$ cat config.mk
export PLATFORM = sky130hd
export DESIGN_NAME = serial_alu_sequencer
export DESIGN_NICKNAME = d
export VERILOG_FILES = /design/src/rtl/serial_alu_sequencer.sv
export SDC_FILE = /design/constraint.sdc
export NUM_CORES = 1
export LEC_CHECK = 0
export CORE_MARGIN = 2
export CORE_UTILIZATION = 45
export DETAILED_ROUTE_END_ITERATION = 7
export PLACE_DENSITY = 0.7
export SLEW_MARGIN = 10
export SYNTH_ARGS = -nofsm -noshare
export SYNTH_HDL_FRONTEND = slang
export SYNTH_SLANG_ARGS = --single-unit
export TNS_END_PERCENT = 5
$ cat constraint.sdc
create_clock -name clk -period 6.1 [get_ports clk]
set_input_delay 0.61 -clock clk [delete_from_list [all_inputs] [get_ports clk]]
set_output_delay 0.61 -clock clk [all_outputs]
set_load 0.01 [all_outputs]
$ cat src/rtl/serial_alu_sequencer.sv
// Bit-serial ALU sequencer: accepts one request, then computes the result
// one bit per clock (LSB first) through a single-bit slice with a carry
// register. The result, carry out and zero flag are held until the consumer
// accepts them.
module serial_alu_sequencer #(
   parameter int WIDTH = 8
) (
   input  logic             clk,
   input  logic             rst_n,
   input  logic             in_valid,
   output logic             in_ready,
   input  logic [WIDTH-1:0] OP1,
   input  logic [WIDTH-1:0] OP2,
   input  logic [2:0]       opsel,
   input  logic             mode,
   output logic             out_valid,
   input  logic             out_ready,
   output logic [WIDTH-1:0] result,
   output logic             cout,
   output logic             zero
);

   localparam int IDX_W = (WIDTH > 2) ? $clog2(WIDTH) : 1;
   localparam logic [IDX_W-1:0] LAST_IDX = IDX_W'(WIDTH - 1);

   typedef enum logic [1:0] {
      IDLE = 2'd0,
      RUN  = 2'd1,
      DONE = 2'd2
   } state_t;

   state_t           state_q;
   logic [IDX_W-1:0] idx_q;
   logic             carry_q;
   logic [WIDTH-1:0] a_q;
   logic [WIDTH-1:0] b_q;
   logic [2:0]       op_q;
   logic             mode_q;
   logic [WIDTH-1:0] result_q;
   logic             cout_q;
   logic             zero_q;
   logic             out_valid_q;
   logic             in_ready_q;

   logic             bit_d;
   logic             carry_d;
   logic [WIDTH-1:0] result_d;

   // Initial carry: set for subtract (two's complement +1) and increment.
   function automatic logic init_carry(input logic [2:0] op, input logic md);
      return (md == 1'b0) && ((op == 3'b001) || (op == 3'b010));
   endfunction

   // One bit of the ALU; returns {carry_out, result_bit}.
   // For the logic shift the carry register carries A[i-1] into bit i.
   function automatic logic [1:0] slice(input logic a, input logic b, input logic c,
                                        input logic [2:0] op, input logic md);
      logic bp;
      logic [1:0] r;
      r  = 2'b00;
      bp = 1'b0;
      if (md == 1'b0) begin
         if (op[2] == 1'b0) begin
            case (op[1:0])
               2'b00:   bp = b;
               2'b01:   bp = ~b;
               2'b10:   bp = 1'b0;
               default: bp = 1'b1;
            endcase
            r = {(a & bp) | (a & c) | (bp & c), a ^ bp ^ c};
         end
      end else begin
         case (op)
            3'b000:  r = {1'b0, a & b};
            3'b001:  r = {1'b0, a | b};
            3'b010:  r = {1'b0, a ^ b};
            3'b011:  r = {1'b0, ~a};
            3'b100:  r = {a, c};
            default: r = 2'b00;
         endcase
      end
      return r;
   endfunction

   // Current bit slice and the result word with that bit merged in.
   always_comb begin
      {carry_d, bit_d} = slice(a_q[idx_q], b_q[idx_q], carry_q, op_q, mode_q);
      result_d         = result_q;
      result_d[idx_q]  = bit_d;
   end

   // Control FSM with registered handshake and result outputs.
   always_ff @(posedge clk) begin
      if (!rst_n) begin
         state_q     <= IDLE;
         idx_q       <= '0;
         carry_q     <= 1'b0;
         a_q         <= '0;
         b_q         <= '0;
         op_q        <= 3'b000;
         mode_q      <= 1'b0;
         result_q    <= '0;
         cout_q      <= 1'b0;
         zero_q      <= 1'b0;
         out_valid_q <= 1'b0;
         in_ready_q  <= 1'b1;
      end else begin
         case (state_q)
            IDLE: begin
               if (in_valid && in_ready_q) begin
                  a_q        <= OP1;
                  b_q        <= OP2;
                  op_q       <= opsel;
                  mode_q     <= mode;
                  idx_q      <= '0;
                  carry_q    <= init_carry(opsel, mode);
                  result_q   <= '0;
                  in_ready_q <= 1'b0;
                  state_q    <= RUN;
               end
            end
            RUN: begin
               result_q <= result_d;
               carry_q  <= carry_d;
               if (idx_q == LAST_IDX) begin
                  cout_q      <= carry_d;
                  zero_q      <= (result_d == '0);
                  out_valid_q <= 1'b1;
                  state_q     <= DONE;
               end else begin
                  idx_q <= idx_q + 1'b1;
               end
            end
            DONE: begin
               if (out_ready) begin
                  out_valid_q <= 1'b0;
                  in_ready_q  <= 1'b1;
                  state_q     <= IDLE;
               end
            end
            default: begin
               out_valid_q <= 1'b0;
               in_ready_q  <= 1'b1;
               state_q     <= IDLE;
            end
         endcase
      end
   end

   assign in_ready  = in_ready_q;
   assign out_valid = out_valid_q;
   assign result    = result_q;
   assign cout      = cout_q;
   assign zero      = zero_q;

endmodule

# Word level (Yosys, flattened, before mapping)
# Index checks and enable logic that the tools add are counted.
# word_totals
wordCells	91
register_bits	38
output_inout_bits	12
inputBits	24
# op_classes
n_reduce_logical	16
n_lt_le_gt_ge	2
addsub	1
n_bitwise	15
n_eq_ne	15
mux	30
# op_table
op	count
$pmux W8 S2	1
$reduce_and A3 Y1	4
$mux W1	10
$mux W2	5
$pmux W2 S5	1
$eq A3 B2 Y1 const B	3
$pmux W1 S3	3
$bwmux W8	1
$logic_not A8 Y1	1
$mux W8	1
$ne A2 B2 Y1 const B	4
$bmux W1 S3	2
$eq A3 B1 Y1 const B	2
$eq A3 B3 Y1 const B	2
$mux W3	2
$pmux W2 S3	1
$pmux W3 S2	1
$reduce_and A2 Y1	3
$not A1 Y1	5
$and A1 B1 Y1	4
$eq A2 B1 Y1 const B	2
$eq A2 B2 Y1 const B	2
$logic_not A2 Y1	2
$lt A3 B4 Y1 const B	1
10 further kinds	16

# Logic depth before layout (Yosys ltp)
# Gate-level depths: netlist of the first run.
# logic_depth
word_depth	13
mapped_depth	13
ltp_nobuf	11

# Worst setup path after synthesis of the first run
# Ideal clock, no wire load.
# synth_path
path_type	reg-to-reg
from	reg idx_q[2]
to	reg zero_q (netlist: zero)
period_less_slack_ns	2.593
required_time_ns	5.984
stages_incl_launch_ff	13
path_slack_ns	3.507
arrival_ns	2.477
cell_sequence	dfxtp_1 -> buf_2 -> and3_1 -> a311o_1 -> a22o_1 -> nor2b_1 -> xnor2_1 -> fa_1 -> nor3_1 -> a21oi_1 -> o21ai_0 -> o211ai_2 -> a41o_1
# synth_via
elab_chain_cells	12
# synth_rtl
element	line_no	text
start: declaration	33	logic [IDX_W-1:0] idx_q;
start signal: assignment	131	idx_q <= idx_q + 1'b1;
$bmux W1 S3	87	{carry_d, bit_d} = slice(a_q[idx_q], b_q[idx_q], carry_q, op_q, mode_q);
$mux W1 (not written as such)	87	
$not A1 Y1	66	2'b01: bp = ~b;
$pmux W1 S3	64	case (op[1:0])
$mux W1	63	if (op[2] == 1'b0) begin
$mux W1	62	if (md == 1'b0) begin
$xor A1 B1 Y1 (2 in a row)	70	r = {(a & bp) | (a & c) | (bp & c), a ^ bp ^ c};
$mux W2	63	
$mux W2	62	
$bwmux W8	89	result_d[idx_q] = bit_d;
$logic_not A8 Y1	127	zero_q <= (result_d == '0);
end signal: assignment	127	
end: declaration	41	logic zero_q;
# Several ways; a longest one is shown, not always the timed one. The select of a mux whose other input is x is not followed.
# A chain may end at the register's enable or synchronous reset.

# Worst setup path in the final report of the first run
# Same ends and word-level chain as after synthesis.

==> results of run 1 <==
## state kept, by name (all words and copies together), names as in the netlist, 2 cells and up
| register | count |
|---|---|
| b_q | 8 |
| idx_q | 3 |
| result | 8 |
| a_q | 8 |
| op_q | 3 |
| state_q | 2 |
## worst register-to-register path, stage by stage, from the launching register on
cell and delay (ps):
dfxtp_1 740, inv_1 210, a311o_1 350, a22o_1 240, nor2b_1 150, xnor2_1 180, fa_1 430, nor3_1 140
a21oi_1 50, o21ai_0 110, o211ai_2 230, a41o_1 230
## cell families (layout without fill, tap and decap cells)
kind of cell               count (synthesis)  after routing  synth area share, %
muxes                                      7              7                 3.63
and+or+nand+nor                          113            113                 26.4
buffers and inverters                     23             53                 5.07
DFF                                       38             38                 38.1
adders and majority gates                  5              5                 3.51
xor gates and xnor gates                   2              2                0.877
AOI/OAI and AO/OA                         61             61                 22.4
## final cells by class
type | count | area share (%)
Tap cell | 52 | 2.65
Clock buffer | 7 | 3.52
Sequential cell | 38 | 31.0
Multi-Input combinational cell | 188 | 46.5
Inverter | 8 | 1.22
Timing Repair Buffer | 37 | 14.9
Clock inverter | 1 | 0.204
## where the power goes
| part | internal, mW | leakage (nW) | switching (mW) | total (mW) |
|---|---|---|---|---|
| combinational | 0.0426 | 0.499 | 0.0459 | 0.0885 |
| sequential | 0.260 | 0.310 | 0.0128 | 0.273 |
| clock | 0.0912 | 0.0482 | 0.0864 | 0.178 |
| total | 0.393 | 0.857 | 0.145 | 0.539 |
## layout by cell type, fill, tap and decap left out, types with 5 or more instances in the layout
cell / synthesis / routed
a21boi_0: 23 / 23
and3_1: 5 / 5
clkbuf_8: 0 / 6
clkdlybuf4s50_1: 0 / 35
dfxtp_1: 38 / 38
inv_1: 8 / 8
mux2i_1: 5 / 5
nand2_1: 54 / 54
nand3_1: 16 / 16
nor2_1: 12 / 12
nor2b_1: 7 / 7
o21ai_0: 11 / 11
## metrics by stage
| step | utilization, % | hold WS, ps | instance area (um^2) | power (mW) |
|---|---|---|---|---|
| 3_3_place_gp | 54.6 | 451 | 2360 | 0.366 |
| 6_report | 56.7 | 467 | 2450 | 0.539 |
| 3_5_place_dp | 54.6 | 459 | 2360 | 0.368 |
| 5_1_grt | 56.7 | 492 | 2450 | 0.565 |
| 2_1_floorplan | - | 439 | 2000 | 0.334 |
| 4_1_cts | 56.7 | 469 | 2450 | 0.543 |
## metal layers
layer	up-vias	share of wire [%]
met2	44	45
met3	9	4.5
met4	0	1.8
li1	928	-
met1	779	49
met5	-	0
## how the worst max path moves through the flow
stage	from	end	cells past startpoint
floorplan	idx_q[2]$_SDFFE_PN0P_	zero$_SDFFE_PN0P_	12
global route	idx_q[2]$_SDFFE_PN0P_	result[0]$_SDFFE_PN0P_	11
global placement	idx_q[2]$_SDFFE_PN0P_	zero$_SDFFE_PN0P_	11
CTS	idx_q[2]$_SDFFE_PN0P_	zero$_SDFFE_PN0P_	11
finish	idx_q[2]$_SDFFE_PN0P_	zero$_SDFFE_PN0P_	11
detailed placement	idx_q[2]$_SDFFE_PN0P_	zero$_SDFFE_PN0P_	11
==> flow_summary.ini, run 1 <==
[run_status]
outcome = complete, no violations

[clock_network]
cts_max_level = 2
path_clk_slew_ps = 70
numCtsBuffers = 5
cts_tree = built
clkLatencyLatePin_ps = 290
clock-root-buffer = clkbuf_8
cts.path.max_buffers = 2
post_cts_buffers = 0
cts_resized = 0
hold_buffers = 0
cts.sinks = 38

[drt]
drtPass1Iterations = 4
wl_per_cell_um = 12.5
via_per_inst = 5.32
drtIter0Drc = 115
drc_errors = 0
wl_um = 4150
vias = 1760
antenna_left = 0

[sta]
setup_viol = 0
worst_slack_ps = 2930
hold_viol = 0
fmax_mhz = 316
grt_setup_unrepaired = false
setup-tns-final_ps = 0
period_minus_slack_ps = 3170
max_slew_margin_pct = 56.4
skew_ps = 2.64
worstMarginPinSlew_ps = 653
finalCritPeriodShare_pct = 51.9
drv_slew = 0

[floorplan]
start_util_pct = 46.2
core.rowCount = 24
coreArea_mm2 = 0.00432
die_height_um = 70.6
die_x_um = 70.6
die_area_mm2 = 0.00499
io_pins = 36

[hold_path]
hold_end = b_q[5]$_SDFFE_PN0P_
min_from = b_q[5]$_SDFFE_PN0P_
hp-class = reg -> reg
hold_depth = 2

[logic_synthesis]
synth_edf_count = 0
syn_area_mm2 = 0.00200
post-synth-top-count-cell = nand2_1
syn_inst = 249
ys_seq_area_share_pct = 38.1
yosysTopAreaCellShare_pct = 38.1
synth-async-reset-ratio_pct = 0
syn-num-nets = 278
synthFlopType = dfxtp_1
yosys.area.top_type = dfxtp_1
yosysWarnings = 0
ys_types = 43
synth.area.top_cells = dfxtp_1 38%, nand2_1 10%, a21boi_0 8.6%, nand3_1 4.0%, o21ai_0 2.8%
synth_seq_cells = 38
avgSynthCellArea_um2 = 8.02
yosys-top-cells-count = 54 x nand2_1, 38 x dfxtp_1, 23 x a21boi_0, 16 x nand3_1, 12 x nor2_1

[place]
place_ws_ps = 2970
dp.cells = 323
hpwlAfterDp_um = 2910
io_buffer_count = 35
gp_congestion = 0.840

[critical_path]
cp_data_required_time_ps = 6280
crit_buf_inv = 1
crit_path_top_delay_cell = dfxtp_1
rr_endpoint = zero$_SDFFE_PN0P_
critical_path.cell_chain = inv_1 > a311o_1 > a22o_1 > nor2b_1 > xnor2_1 > fa_1 > nor3_1 > a21oi_1 > o21ai_0 > o211ai_2 > a41o_1
reg2reg_depth = 11
critPathKind = reg -> reg
arrival_ps = 3350
r2r-start = idx_q[2]$_SDFFE_PN0P_
r2r_setup_slack_ps = 2930
critical_path.max_stage_delay_ps = 740
cp_max_fo = 21
startpoint_type = register
cp_top_family = compound AO/OA/AOI/OAI gates
cp-end-kind = register

[final_layout]
drive_gt1_share_pct = 5.73
fin_cells = 331
regArea_um2 = 761
layout.nets = 307
multi_input_area_mm2 = 0.00114
antenna_cells = 0
num-fill-cells = 416
areaGrowthSynthToFinish_pct = 22.8

[global_routing]
grt_overflow = 0
grt_busiest_layer = met2
use_met3_pct = 4.13
grt_max_degree = 41
grt_pass1_wl_um = 7250
track_usage_pct = 18.0
antenna_found_initial = 0
grt_util_met1_pct = 23.4
grtUsageMet2_pct = 28.7
grt_pass1_vias = 1630

[pwr]
ir_drop_mv = 0.133
pwr_density_cell_mw_per_mm2 = 220
leakagePower_nw = 0.857

[run]
maxCapViolCount = 0
(Power assumes the default switching activity.)
==> inputs of run 2 (changes only) <==
--- a/config.mk
+++ b/config.mk
@@ -8,7 +8,7 @@
 export CORE_MARGIN = 2
 export CORE_UTILIZATION = 45
 export DETAILED_ROUTE_END_ITERATION = 7
-export PLACE_DENSITY = 0.7
+export PLACE_DENSITY = 0.73
 export SLEW_MARGIN = 10
 export SYNTH_ARGS = -nofsm -noshare
 export SYNTH_HDL_FRONTEND = slang
==> constraint.sdc (replaced) <==
create_clock -name clk -period 2.7 [get_ports clk]
set_input_delay 0.27 -clock clk [delete_from_list [all_inputs] [get_ports clk]]
set_output_delay 0.27 -clock clk [all_outputs]
set_load 0.01 [all_outputs]
==> run 2 against run 1 <==
Against the previous run: clock power up 130%; via count is 5.8% higher; worst setup slack got worse by 2900 ps; final cell count grew 3.3%; sequential share of layout area shrank 1.2 points; power rose by 130%; die area stayed put; sequential power rose by 120%; highest routed layer unchanged.
==> flow_summary.ini, run 2 (synthesis results as in run 1) <==
[floorplan]
io_pins = 36
die_area_mm2 = 0.00499
die_x_um = 70.6
core.rowCount = 24
die_height_um = 70.6
coreArea_mm2 = 0.00432
start_util_pct = 46.2

[clock_network]
cts.path.max_buffers = 2
hold_buffers = 0
cts.sinks = 38
numCtsBuffers = 5
path_clk_slew_ps = 70
cts_tree = built
clock-root-buffer = clkbuf_8
cts_max_level = 2
clkLatencyLatePin_ps = 300

[sta]
finalCritPeriodShare_pct = 97.3
grt_setup_unrepaired = true
drv_slew = 0
period_minus_slack_ps = 2630
worstMarginPinSlew_ps = 493
setup_viol = 0
fmax_mhz = 381
fin_hold_ws_ps = 468
hold_viol = 0
max_slew_margin_pct = 67.0
skew_ps = 4.13
setup-tns-final_ps = 0

[critical_path]
critPathKind = reg -> reg
arrival_ps = 2820
cp-end-kind = register
cp_data_required_time_ps = 2900
critical_path.max_stage_delay_ps = 440
reg2reg_depth = 11
critical_path.cell_chain = and3_1 > a311o_1 > a22o_1 > nor2b_1 > xnor2_1 > fa_1 > nor3_2 > a21oi_1 > o21ai_2 > o211ai_2 > a41o_1
startpoint_type = register
crit_path_top_delay_cell = fa_1
cp_max_fo = 8

[pwr]
ir_drop_mv = 0.307
pwr_density_cell_mw_per_mm2 = 489
seq_power_share_pct = 48.7
swShare_pct = 27.6
power.share.clock_pct = 32.3
p_int_uw = 906
leakagePower_nw = 0.913
pwr-share-comb_pct = 18.9
power_switching_uw = 346

[place]
dp.cells = 333
place_area_mm2 = 0.00245
hpwlAfterDp_um = 3200
gp_congestion = 0.776
io_buffer_count = 35

[final_layout]
num-fill-cells = 431
fin_cells = 342
antenna_cells = 0
final_design_area_no_fill_mm2 = 0.00256
final_common_cell = nand2_1
drive_gt1_share_pct = 10.0
areaGrowthSynthToFinish_pct = 28.1
layout.nets = 318
layout_common_cells = 54 x nand2_1, 37 x dfxtp_1, 35 x clkdlybuf4s50_1, 23 x a21boi_0, 16 x nand3_1

[global_routing]
antenna_found_initial = 0
grt_pass1_vias = 1740
grt_max_degree = 41
grt_overflow = 0
track_usage_pct = 20.1
grt_pass1_wl_um = 7970

[drt]
vias = 1862
drtIter0Drc = 219
drtPass1Iterations = 4
drc_errors = 0
wl_per_cell_um = 13.3
wl_um = 4570
antenna_left = 0
via_per_inst = 5.44

[run]
maxCapViolCount = 0

[hold_path]
hp-class = reg -> reg
hold_depth = 2

[run_status]
outcome = complete, no violations
run 2: changes by cell type in the layout (fill, tap and decap cells not counted):
cell      before  now
buf_4          2   11
o21ai_0       11    4
o21ai_1        0    6
buf_12         0    1
dfxtp_1       38   37
dfxtp_2        0    1
nor3_1         3    2
nor3_2         1    2
o211ai_1       3    4
o21ai_2        0    1
run 2: repair_timing:
item                                    CTS  global route
cloned                                    1             0
pin swaps                                 1             7
setup buffers                             0             0
hold endpoints to repair                  0             0
endpoints found under the setup margin    1             9
gates resized for setup                   2             8
run 2: metal layers:
metal,track usage [%],part of all wire (%)
met1,25.6,48
met2,32.8,45
met3,4.56,5.1
met4,8.81,1.9
met5,0,0
run 2: final timing paths:
check | startpoint | to | slack [ps]
setup / recovery | idx_q[2]$_SDFFE_PN0P_ | zero$_SDFFE_PN0P_ | 70
hold / removal | b_q[1]$_SDFFE_PN0P_ | b_q[1]$_SDFFE_PN0P_ | 470
setup reg to reg | idx_q[2]$_SDFFE_PN0P_ | zero$_SDFFE_PN0P_ | 70
hold reg to reg | b_q[1]$_SDFFE_PN0P_ | b_q[1]$_SDFFE_PN0P_ | 470
run 2: final cells by class:
type / count / area, um^2 / share of cell area [%]
Timing Repair Buffer: 47 / 453 / 17.7
Sequential cell: 38 / 762 / 29.8
Multi-Input combinational cell: 189 / 1160 / 45.2
Clock buffer: 7 / 86.3 / 3.38
Clock inverter: 1 / 5.00 / 0.196
Tap cell: 52 / 65.1 / 2.54
Inverter: 8 / 30.0 / 1.17
run 2: stage by stage:
| stage | util, % | setup WS (ps) | power [mW] |
|---|---|---|---|
| floorplan | - | 107 | 0.754 |
| global placement | 56.6 | 70.4 | 0.842 |
| detailed placement | 56.6 | -26.0 | 0.847 |
| CTS | 59.0 | 22.0 | 1.27 |
| global route | 59.1 | -43.3 | 1.32 |
| finish | 59.1 | 72.7 | 1.25 |
run 2: power groups by stage:
| stage | clock, mW | combinational [mW] | sequential [mW] |
|---|---|---|---|
| finish | 0.405 | 0.237 | 0.610 |
| global route | 0.441 | 0.262 | 0.614 |
| floorplan | 0 | 0.136 | 0.617 |
| detailed placement | 0 | 0.224 | 0.623 |
| CTS | 0.424 | 0.234 | 0.610 |
| global placement | 0 | 0.220 | 0.622 |
run 2: worst max-delay path: cells and delay by family, from the launching register on:
kind | cells | cell delay, ps
simple gates | 3 | 430
fa+ha+maj | 1 | 440
compound gates | 6 | 1110
xor+xnor | 1 | 180
flops | 1 | 360
